[src/rtl/write_master_pkg.sv]
// Shared types, default parameters and word-size helpers for the Avalon-MM write master.
package write_master_pkg;

    localparam int unsigned DEF_DATAWIDTH      = 32;
    localparam int unsigned DEF_ADDRESSWIDTH   = 32;
    localparam int unsigned DEF_FIFODEPTH      = 32;
    localparam int unsigned DEF_FIFODEPTH_LOG2 = 5;

    typedef enum logic {
        IDLE   = 1'b0,
        ACTIVE = 1'b1
    } state_e;

    function automatic int unsigned bytes_per_word(input int unsigned dw);
        return dw / 8;
    endfunction

    function automatic int unsigned byte_lsbs(input int unsigned dw);
        return $clog2(dw / 8);
    endfunction

endpackage

[src/rtl/write_master_if.sv]
// Avalon-MM write-direction bus between the write master and the interconnect.
interface write_master_if
    import write_master_pkg::*;
#(
    parameter int unsigned ADDRESSWIDTH = DEF_ADDRESSWIDTH,
    parameter int unsigned DATAWIDTH    = DEF_DATAWIDTH
);
    logic [ADDRESSWIDTH-1:0] master_address;
    logic                    master_write;
    logic [DATAWIDTH/8-1:0]  master_byteenable;
    logic [DATAWIDTH-1:0]    master_writedata;
    logic                    master_waitrequest;

    modport master (
        output master_address,
        output master_write,
        output master_byteenable,
        output master_writedata,
        input  master_waitrequest
    );

    modport slave (
        input  master_address,
        input  master_write,
        input  master_byteenable,
        input  master_writedata,
        output master_waitrequest
    );
endinterface

[src/rtl/write_master_fifo.sv]
// Synchronous show-ahead FIFO; the head word is readable in the cycle after it is pushed.
module write_master_fifo
    import write_master_pkg::*;
#(
    parameter int unsigned WIDTH      = DEF_DATAWIDTH,
    parameter int unsigned DEPTH      = DEF_FIFODEPTH,
    parameter int unsigned DEPTH_LOG2 = DEF_FIFODEPTH_LOG2
) (
    input  logic             clk,
    input  logic             rstn,
    input  logic             push_i,
    input  logic [WIDTH-1:0] data_i,
    input  logic             pop_i,
    output logic [WIDTH-1:0] data_o,
    output logic             empty_o,
    output logic             full_o
);
    localparam int unsigned CW = DEPTH_LOG2 + 1;

    logic [WIDTH-1:0]      mem_q [DEPTH];
    logic [DEPTH_LOG2-1:0] wr_ptr_q;
    logic [DEPTH_LOG2-1:0] rd_ptr_q;
    logic [CW-1:0]         count_q;
    logic                  push_ok;
    logic                  pop_ok;

    // Flags come from the registered count, so a same-cycle pop cannot rescue a push while full.
    assign full_o  = (count_q == CW'(DEPTH));
    assign empty_o = (count_q == '0);
    assign push_ok = push_i && !full_o;
    assign pop_ok  = pop_i && !empty_o;
    assign data_o  = empty_o ? '0 : mem_q[rd_ptr_q];

    always_ff @(posedge clk) begin
        if (push_ok) begin
            mem_q[wr_ptr_q] <= data_i;
        end
    end

    always_ff @(posedge clk) begin
        if (!rstn) begin
            wr_ptr_q <= '0;
            rd_ptr_q <= '0;
            count_q  <= '0;
        end else begin
            if (push_ok) begin
                wr_ptr_q <= wr_ptr_q + DEPTH_LOG2'(1);
            end
            if (pop_ok) begin
                rd_ptr_q <= rd_ptr_q + DEPTH_LOG2'(1);
            end
            case ({push_ok, pop_ok})
                2'b10:   count_q <= count_q + CW'(1);
                2'b01:   count_q <= count_q - CW'(1);
                default: count_q <= count_q;
            endcase
        end
    end

endmodule

[src/rtl/write_master.sv]
// Avalon-MM write master: drains a user-filled FIFO to an incrementing or fixed address.
// Optional beat counter output enabled by defining WRITE_MASTER_WORD_COUNT_EN.
module write_master
    import write_master_pkg::*;
#(
    parameter int unsigned DATAWIDTH      = DEF_DATAWIDTH,
    parameter int unsigned ADDRESSWIDTH   = DEF_ADDRESSWIDTH,
    parameter int unsigned FIFODEPTH      = DEF_FIFODEPTH,
    parameter int unsigned FIFODEPTH_LOG2 = DEF_FIFODEPTH_LOG2
) (
    input  logic                    clk,
    input  logic                    rstn,
    input  logic                    control_fixed_location,
    input  logic [ADDRESSWIDTH-1:0] control_write_base,
    input  logic [ADDRESSWIDTH-1:0] control_write_length,
    input  logic                    control_go,
    output logic                    control_done,
`ifdef WRITE_MASTER_WORD_COUNT_EN
    output logic [ADDRESSWIDTH-1:0] control_words_written,
`endif
    input  logic                    user_write_buffer,
    input  logic [DATAWIDTH-1:0]    user_buffer_data,
    output logic                    user_buffer_full,
    write_master_if.master          m_if
);
    localparam int unsigned BYTES      = bytes_per_word(DATAWIDTH);
    localparam int unsigned BYTE_LSBS  = byte_lsbs(DATAWIDTH);
    localparam logic [ADDRESSWIDTH-1:0] ALIGN_MASK = ~ADDRESSWIDTH'(BYTES - 1);
    localparam logic [ADDRESSWIDTH-1:0] STEP       = ADDRESSWIDTH'(BYTES);

    state_e                  state_q;
    logic [ADDRESSWIDTH-1:0] addr_q;
    logic [ADDRESSWIDTH-1:0] len_q;
    logic                    fixed_q;

    logic                    fifo_empty;
    logic [DATAWIDTH-1:0]    fifo_head;
    logic                    len_ok;
    logic                    go_ok;
    logic                    beat;

    // Any set bit above the byte-select field means at least one whole word.
    assign len_ok = |control_write_length[ADDRESSWIDTH-1:BYTE_LSBS];
    assign go_ok  = control_go && len_ok && (state_q == IDLE);
    assign beat   = m_if.master_write && !m_if.master_waitrequest;

    assign control_done           = (state_q == IDLE);
    assign m_if.master_write      = (state_q == ACTIVE) && !fifo_empty;
    assign m_if.master_address    = addr_q;
    assign m_if.master_writedata  = fifo_head;
    assign m_if.master_byteenable = '1;

    write_master_fifo #(
        .WIDTH      (DATAWIDTH),
        .DEPTH      (FIFODEPTH),
        .DEPTH_LOG2 (FIFODEPTH_LOG2)
    ) u_fifo (
        .clk     (clk),
        .rstn    (rstn),
        .push_i  (user_write_buffer),
        .data_i  (user_buffer_data),
        .pop_i   (beat),
        .data_o  (fifo_head),
        .empty_o (fifo_empty),
        .full_o  (user_buffer_full)
    );

    always_ff @(posedge clk) begin
        if (!rstn) begin
            state_q <= IDLE;
            addr_q  <= '0;
            len_q   <= '0;
            fixed_q <= 1'b0;
        end else begin
            case (state_q)
                IDLE: begin
                    if (go_ok) begin
                        addr_q  <= control_write_base & ALIGN_MASK;
                        len_q   <= control_write_length & ALIGN_MASK;
                        fixed_q <= control_fixed_location;
                        state_q <= ACTIVE;
                    end
                end
                ACTIVE: begin
                    if (beat) begin
                        len_q <= len_q - STEP;
                        if (!fixed_q) begin
                            addr_q <= addr_q + STEP;
                        end
                        if (len_q == STEP) begin
                            state_q <= IDLE;
                        end
                    end
                end
                default: state_q <= IDLE;
            endcase
        end
    end

`ifdef WRITE_MASTER_WORD_COUNT_EN
    logic [ADDRESSWIDTH-1:0] words_q;

    always_ff @(posedge clk) begin
        if (!rstn) begin
            words_q <= '0;
        end else if (go_ok) begin
            words_q <= '0;
        end else if (beat) begin
            words_q <= words_q + ADDRESSWIDTH'(1);
        end
    end

    assign control_words_written = words_q;
`endif

endmodule

[src/flat_wrapper.sv]
// flat-port wrapper written by rule: the top's interface ports become plain ports
module write_master_flat import write_master_pkg::*;
#(
    parameter int unsigned DATAWIDTH      = DEF_DATAWIDTH,
    parameter int unsigned ADDRESSWIDTH   = DEF_ADDRESSWIDTH,
    parameter int unsigned FIFODEPTH      = DEF_FIFODEPTH,
    parameter int unsigned FIFODEPTH_LOG2 = DEF_FIFODEPTH_LOG2
)
  (clk, rstn, control_fixed_location, control_write_base, control_write_length, control_go, control_done, user_write_buffer, user_buffer_data, user_buffer_full, m_if_master_address, m_if_master_write, m_if_master_byteenable, m_if_master_writedata, m_if_master_waitrequest);
  write_master_if #(.ADDRESSWIDTH(ADDRESSWIDTH), .DATAWIDTH(DATAWIDTH)) m_if_i ();
  input  logic clk;
  input  logic rstn;
  input  logic control_fixed_location;
  input  logic [ADDRESSWIDTH-1:0] control_write_base;
  input  logic [ADDRESSWIDTH-1:0] control_write_length;
  input  logic control_go;
  output logic control_done;
  input  logic user_write_buffer;
  input  logic [DATAWIDTH-1:0] user_buffer_data;
  output logic user_buffer_full;
  output wire logic [$bits(m_if_i.master_address)-1:0] m_if_master_address;
  output wire logic [$bits(m_if_i.master_write)-1:0] m_if_master_write;
  output wire logic [$bits(m_if_i.master_byteenable)-1:0] m_if_master_byteenable;
  output wire logic [$bits(m_if_i.master_writedata)-1:0] m_if_master_writedata;
  input wire logic [$bits(m_if_i.master_waitrequest)-1:0] m_if_master_waitrequest;
  assign m_if_master_address = m_if_i.master_address;
  assign m_if_master_write = m_if_i.master_write;
  assign m_if_master_byteenable = m_if_i.master_byteenable;
  assign m_if_master_writedata = m_if_i.master_writedata;
  assign m_if_i.master_waitrequest = m_if_master_waitrequest;
  write_master #(.DATAWIDTH(DATAWIDTH), .ADDRESSWIDTH(ADDRESSWIDTH), .FIFODEPTH(FIFODEPTH), .FIFODEPTH_LOG2(FIFODEPTH_LOG2)) u_core (.clk(clk), .rstn(rstn), .control_fixed_location(control_fixed_location), .control_write_base(control_write_base), .control_write_length(control_write_length), .control_go(control_go), .control_done(control_done), .user_write_buffer(user_write_buffer), .user_buffer_data(user_buffer_data), .user_buffer_full(user_buffer_full), .m_if(m_if_i));
endmodule
[config.mk]
export PLATFORM = sky130hd
export DESIGN_NAME = write_master_flat
export DESIGN_NICKNAME = d
export VERILOG_FILES = /design/src/rtl/write_master_pkg.sv /design/src/rtl/write_master_if.sv /design/src/rtl/write_master_fifo.sv /design/src/rtl/write_master.sv /design/src/flat_wrapper.sv
export SDC_FILE = /design/constraint.sdc
export NUM_CORES = 1
export LEC_CHECK = 0
export ABC_AREA = 1
export CAP_MARGIN = 15
export CELL_PAD_IN_SITES_DETAIL_PLACEMENT = 0
export CELL_PAD_IN_SITES_GLOBAL_PLACEMENT = 1
export CORE_ASPECT_RATIO = 0.5
export CORE_MARGIN = 8
export CORE_UTILIZATION = 45
export CTS_BUF_LIST = sky130_fd_sc_hd__clkbuf_4 sky130_fd_sc_hd__clkbuf_8
export DETAILED_ROUTE_END_ITERATION = 10
export GPL_ROUTABILITY_DRIVEN = 1
export PLACE_DENSITY = 0.71
export SLEW_MARGIN = 20
export SYNTH_ARGS = -nofsm -noshare
export SYNTH_HDL_FRONTEND = slang
export SYNTH_SLANG_ARGS = --single-unit
[constraint.sdc]
create_clock -name clk -period 7.1 [get_ports clk]
set_input_delay 0.71 -clock clk [delete_from_list [all_inputs] [get_ports clk]]
set_output_delay 0.71 -clock clk [all_outputs]
set_load 0.01 [all_outputs]
==> reports/metrics.cfg, run 1 <==
[timing]
fin_crit_sh_pct = 77.5
fin_worst_skew_ps = 34.4
tns_ps = 0
fmax_mhz = 182
tightest_slew_ps = 1100
min_period_ps = 5500
setup_viol = 0
rsz0062_at_grt = false
slew_violations = 0
finalHoldViolCount = 0
slew_headroom_pct = 26.2

[clock_network]
post-cts-setup-buffers = 0
htreeDepth = 4
cts_made_buffers = 160
hold_buffers = 0
ctsResizeCount = 0
clkTransAtPathRegs_ps = 60
cts_tree = built
cts.sinks = 1107
root_buffer = clkbuf_8
clock_path_buffers = 3
insertion_delay_ps = 840

[worst_setup_path]
setup.worst_path.start_class = flop
path_class = reg2out
endpoint = m_if_master_writedata[14]
r2r_start = u_core.u_fifo.count_q[0]
worstReg2RegEnd = u_core.u_fifo.count_q[4]
critPathBufInv = 3
crit_chain = buf_4, buf_12, nor2_1, nor2_1, o21ai_0, o211ai_1, nand3_1, nand3_1, nand2_1, nor2_1, clkdlybuf4s50_1
critPathSlowestCell = dfxtp_4
critPathCaptureType = output pin
path_depth = 11
crit_path_max_incr_delay_ps = 730
critPathArrivalTime_ps = 4790
worst_path_dominant_cell_family = buffers and inverters
required_ps = 6390
crit_fanout = 161
reg2reg_slack_ps = 3700
reg2reg_depth = 15
cp_common_cell = nor2_1

[flow_run]
cap_violations = 0

[finish]
synthToLayoutAreaGrowth_pct = 13.3
final_cells = 5736
final_util_pct = 51.2
final_nets = 4363
layout_commonest_cell = edfxtp_1
final_cell_mix = edfxtp_1, nor2_1, nand2_1
drive_above_1_share_pct = 9.12

[logic_synthesis]
synth-simple-area-share_pct = 15.3
synthMuxAreaShare_pct = 0.0650
syn_area_sq_um = 46200
synth_cell_types = 40
synth_top_family_by_area = simple AND/OR/NAND/NOR gates
syn_area_per_cell_sq_um = 11.2
synth_compound_area_share_pct = 10.5
ys_ff_latch = 1107
synth_warnings = 0
ys_seq_area_share_pct = 70.1
synthXorXnorAreaFrac_pct = 0.265
synth-adder-area-share_pct = 0.298
postSynthCellCount = 4116

[placement]
dpl.hpwl_mm = 68.9
io_buffers = 162
gp_congestion = 0.810
place_inst = 5448

[global_routing]
overflow = 0
grt_pass1_wl_mm = 197
grt_pass1_vias = 30900
antenna_found_initial = 2
grt_max_degree = 180
grt_usage_pct = 22.8

[pwr]
ir_worst_vdd_mv = 0.127
pwr-share-seq_pct = 53.1
power.density_nw_per_um2 = 262
pwr-share-comb_pct = 9.3
clockPowerShare_pct = 37.6
leakage_nw = 17.8
power.share.switching_pct = 25.0
internal_power_w = 0.0103
p_sw_w = 0.00343

[route]
highest_layer = met4
vias = 32300
drtPass1Iterations = 8
ant_nets = 0
wl_met3_mm = 10.2
met1_length_mm = 60.2
wl_per_cell_microns = 23.2
wl_met2_mm = 60.2
viasPerCell = 5.63
wirelength_mm = 133
drt_first_iter_violations = 3519
route.detailed.drc = 0

[floorplanning]
num_rows = 83
fp.dieArea_sq_um = 114000
coreArea_sq_um = 102000
start_util_pct = 45.2
die_h_microns = 243
die_width_microns = 469
io_pins = 173

[min_path]
hold_class = in2reg
holdPathStages = 1

[status]
status = finished clean

## power by group through the flow
stage / clock, W / combinational, W / sequential (W)
floorplan: 0 / 0.000719 / 0.00740
global placement: 0 / 0.00126 / 0.00742
detailed placement: 0 / 0.00128 / 0.00742
CTS: 0.00525 / 0.00128 / 0.00728
global route: 0.00553 / 0.00141 / 0.00729
finish: 0.00514 / 0.00127 / 0.00728
## Yosys cell counts (all sizes together)
| cell | n | share of area [%] |
|---|---|---|
| a21o | 1 | 0.016 |
| a21oi | 123 | 1.4 |
| a31oi | 5 | 0.068 |
| buf | 125 | 1.4 |
| clkbuf | 136 | 1.1 |
| clkinv | 2 | 0.016 |
| conb | 2 | 0.016 |
| dfxtp | 83 | 3.6 |
| edfxtp | 1024 | 67 |
| ha | 11 | 0.30 |
| inv | 97 | 0.79 |
| mux2i | 3 | 0.065 |
| nand2 | 635 | 5.2 |
| nand3 | 252 | 2.7 |
| nand3b | 2 | 0.032 |
| nand4 | 12 | 0.16 |
| nor2 | 840 | 6.8 |
| nor3 | 9 | 0.097 |
| nor3b | 3 | 0.049 |
| nor4 | 1 | 0.014 |
| o211ai | 75 | 1.2 |
| o21a | 1 | 0.016 |
| o21ai | 487 | 5.3 |
| o21bai | 1 | 0.016 |
| o221ai | 75 | 1.4 |
| o22ai | 42 | 0.57 |
| o31ai | 36 | 0.58 |
| or2 | 19 | 0.26 |
| xnor2 | 7 | 0.13 |
| xor2 | 7 | 0.13 |
## kinds of logic after synthesis
| group | after synthesis |
|---|---|
| AOI/OAI and AO/OA | 846 |
| xor gates and xnor gates | 14 |
| adders and majority gates | 11 |
| buffers and inverters | 360 |
| DFF | 1107 |
| muxes | 3 |
| other | 2 |
| and+or+nand+nor | 1773 |
## sequential cells by signal (all words and copies together), names as in the netlist, named ones only
| register | count |
|---|---|
| u_core.u_fifo.wr_ptr_q | 5 |
| u_core.len_q | 30 |
| u_core.u_fifo.mem_q | 1024 |
| u_core.u_fifo.count_q | 6 |
| u_core.state_q | 1 |
| u_core.fixed_q | 1 |
| u_core.m_if.master_address | 30 |
| u_core.u_fifo.rd_ptr_q | 5 |
## worst min path at each step
stage	end	start
3_3_place_gp	u_core.fixed_q	u_core.fixed_q
6_report	u_core.u_fifo.mem_q[27][18]	user_buffer_data[18]
4_1_cts	u_core.fixed_q	control_fixed_location
2_1_floorplan	u_core.fixed_q	u_core.fixed_q
3_5_place_dp	u_core.fixed_q	u_core.fixed_q
5_1_grt	u_core.u_fifo.mem_q[9][18]	user_buffer_data[18]
## per-stage QoR
step / worst slack, ps / power, W / hold slack (ps) / area (sq um)
finish: 1600 / 0.0137 / 398 / 52300
global route: 1260 / 0.0142 / 356 / 52300
CTS: 1450 / 0.0138 / 403 / 52400
detailed placement: 2420 / 0.00870 / 438 / 49200
global placement: 2430 / 0.00868 / 434 / 49200
floorplan: 3380 / 0.00811 / 424 / 46200
## per-layer routing
layer / vias up / GRT usage (%)
met5: - / 0
met4: 0 / 6.36
met3: 183 / 4.02
met2: 1238 / 35.4
met1: 15900 / 33.0
li1: 14900 / -
## area by class of cell
cell class | count | area, sq um
clock inverter | 52 | 382
timing repair buffer | 229 | 2150
inverter | 99 | 393
fill | 8982 | 49800
multi-input combinational | 2653 | 12500
clock buffer | 234 | 2790
sequential | 1107 | 32400
antenna | 2 | 5.00
tap | 1360 | 1700
(Power assumes the default switching activity.)
==> inputs of run 2 (changes only) <==
Clock period 7.1 ns to 5.5 ns, I/O delays scaled along.
==> run 2 against run 1 <==
Power is 29% higher; sequential share of layout area decreased by 0.19 points; die area stayed put.
==> reports/metrics.cfg, run 2 (same netlist as run 1, synthesis figures left out) <==
[placement]
gp_congestion = 0.798
io_buffers = 162
dpl.hpwl_mm = 72.9
dp_slack_ps = 1560

[clock_network]
clock_path_buffers = 3
htreeDepth = 4
ctsResizeCount = 0
insertion_delay_ps = 860
hold_buffers = 0
cts_made_buffers = 160
cts.sinks = 1107
root_buffer = clkbuf_8
cts_tree = built
clkTransAtPathRegs_ps = 70
post-cts-setup-buffers = 0

[flow_run]
cap_violations = 0

[finish]
top_register = u_core.u_fifo.mem_q
final_util_pct = 51.4
drive_above_1_share_pct = 9.59
synthToLayoutAreaGrowth_pct = 13.7
final_cell_mix = edfxtp_1, nor2_1, nand2_1
fill_cells = 8954
final_nets = 4383
layout_commonest_cell = edfxtp_1
largest_register_ffs = 1024

[route]
viasPerCell = 5.65
drtPass1Iterations = 6
wl_per_cell_microns = 23.3
drt_first_iter_violations = 3626
wirelength_mm = 134
vias = 32500
route.detailed.drc = 0
ant_nets = 0

[worst_setup_path]
critPathCaptureType = output pin
critPathArrivalTime_ps = 4290
crit_fanout = 112
setup.worst_path.start_class = flop
path_class = reg2out
required_ps = 4950

[floorplanning]
die_h_microns = 243
coreArea_sq_um = 102000
start_util_pct = 45.2
num_rows = 83
fp.dieArea_sq_um = 114000
die_width_microns = 469
io_pins = 173

[global_routing]
grt_usage_pct = 23.0
overflow = 0
grt_pass1_vias = 30900
antenna_found_initial = 4
grt_max_degree = 163
grt_pass1_wl_mm = 198

[timing]
fin_worst_skew_ps = 32.5
slew_headroom_pct = 24.5
rsz0062_at_grt = false
slew_violations = 0
min_period_ps = 4840
finalHoldViolCount = 0
tns_ps = 0
tightest_slew_ps = 1130
fin_crit_sh_pct = 88.0
setup_viol = 0
fmax_mhz = 207
setup_ws_ps = 661

[pwr]
total_power_w = 0.0176
power.density_nw_per_um2 = 335
leakage_nw = 17.9
ir_worst_vdd_mv = 0.187

[status]
status = finished clean

[min_path]
hold_class = in2reg

==> run 2: changes by cell type in the layout (fill, tap and decap cells not counted), sizes merged <==
cell	before	now
buf	75	102
clkbuf	234	224
clkinv	42	51
clkdlybuf4s50	154	147
inv	105	101
clkinvlp	1	4
==> run 2: worst max-delay path: stages (launching register included) <==
cell	delay (ps)
dfxtp_4	790
inv_8	410
nor2_1	200
o21ai_0	100
o211ai_1	150
nand3_1	110
nand3_1	180
nand2_1	80
nor2_1	540
clkdlybuf4s50_1	670
==> run 2: final timing paths <==
| kind | from | cells after the start | slack [ps] | to |
|---|---|---|---|---|
| worst min register to register | u_core.fixed_q | 2 | 440 | u_core.fixed_q |
| worst max register to register | u_core.u_fifo.count_q[0] | 8 | 2270 | u_core.u_fifo.mem_q[9][17] |
| worst max-delay path | flop | 9 | 660 | m_if_master_writedata[14] |
| worst min-delay path | user_buffer_data[3] | 1 | 220 | u_core.u_fifo.mem_q[1][3] |
==> run 2: final cells by class <==
class	count	area, sq um	share of cell area, %
Sequential cell	1107	32400	61.7
Multi-Input combinational cell	2653	12500	23.8
Clock buffer	224	2700	5.14
Timing Repair Buffer	249	2390	4.55
Tap cell	1360	1700	3.24
Clock inverter	60	394	0.751
Inverter	99	393	0.748
Antenna cell	2	5.00	0.00953
==> run 2: report_power, final <==
group / internal, W / switching, W / leakage [nW] / total [W]
logic: 0.000549 / 0.00112 / 6.38 / 0.00167
registers: 0.00930 / 0.0000939 / 9.91 / 0.00939
clock network: 0.00332 / 0.00322 / 1.64 / 0.00655
==> run 2: per-stage QoR <==
step | instances | hold WS (ps) | area, sq um
final | 5754 | 217 | 52500
after global routing | 5753 | 192 | 52500
after CTS | 5752 | 253 | 52600
after detailed placement | 5468 | 438 | 49500
after global placement | 5467 | 434 | 49500
after floorplan | 4120 | 424 | 46200
==> run 2: routing by layer <==
metal	up-vias	GRT usage, %	routed length, microns
li1	14900	-	-
met1	16000	33.4	59700
met2	1322	34.9	60000
met3	212	4.95	11600
met4	2	6.78	2930
met5	-	0	7
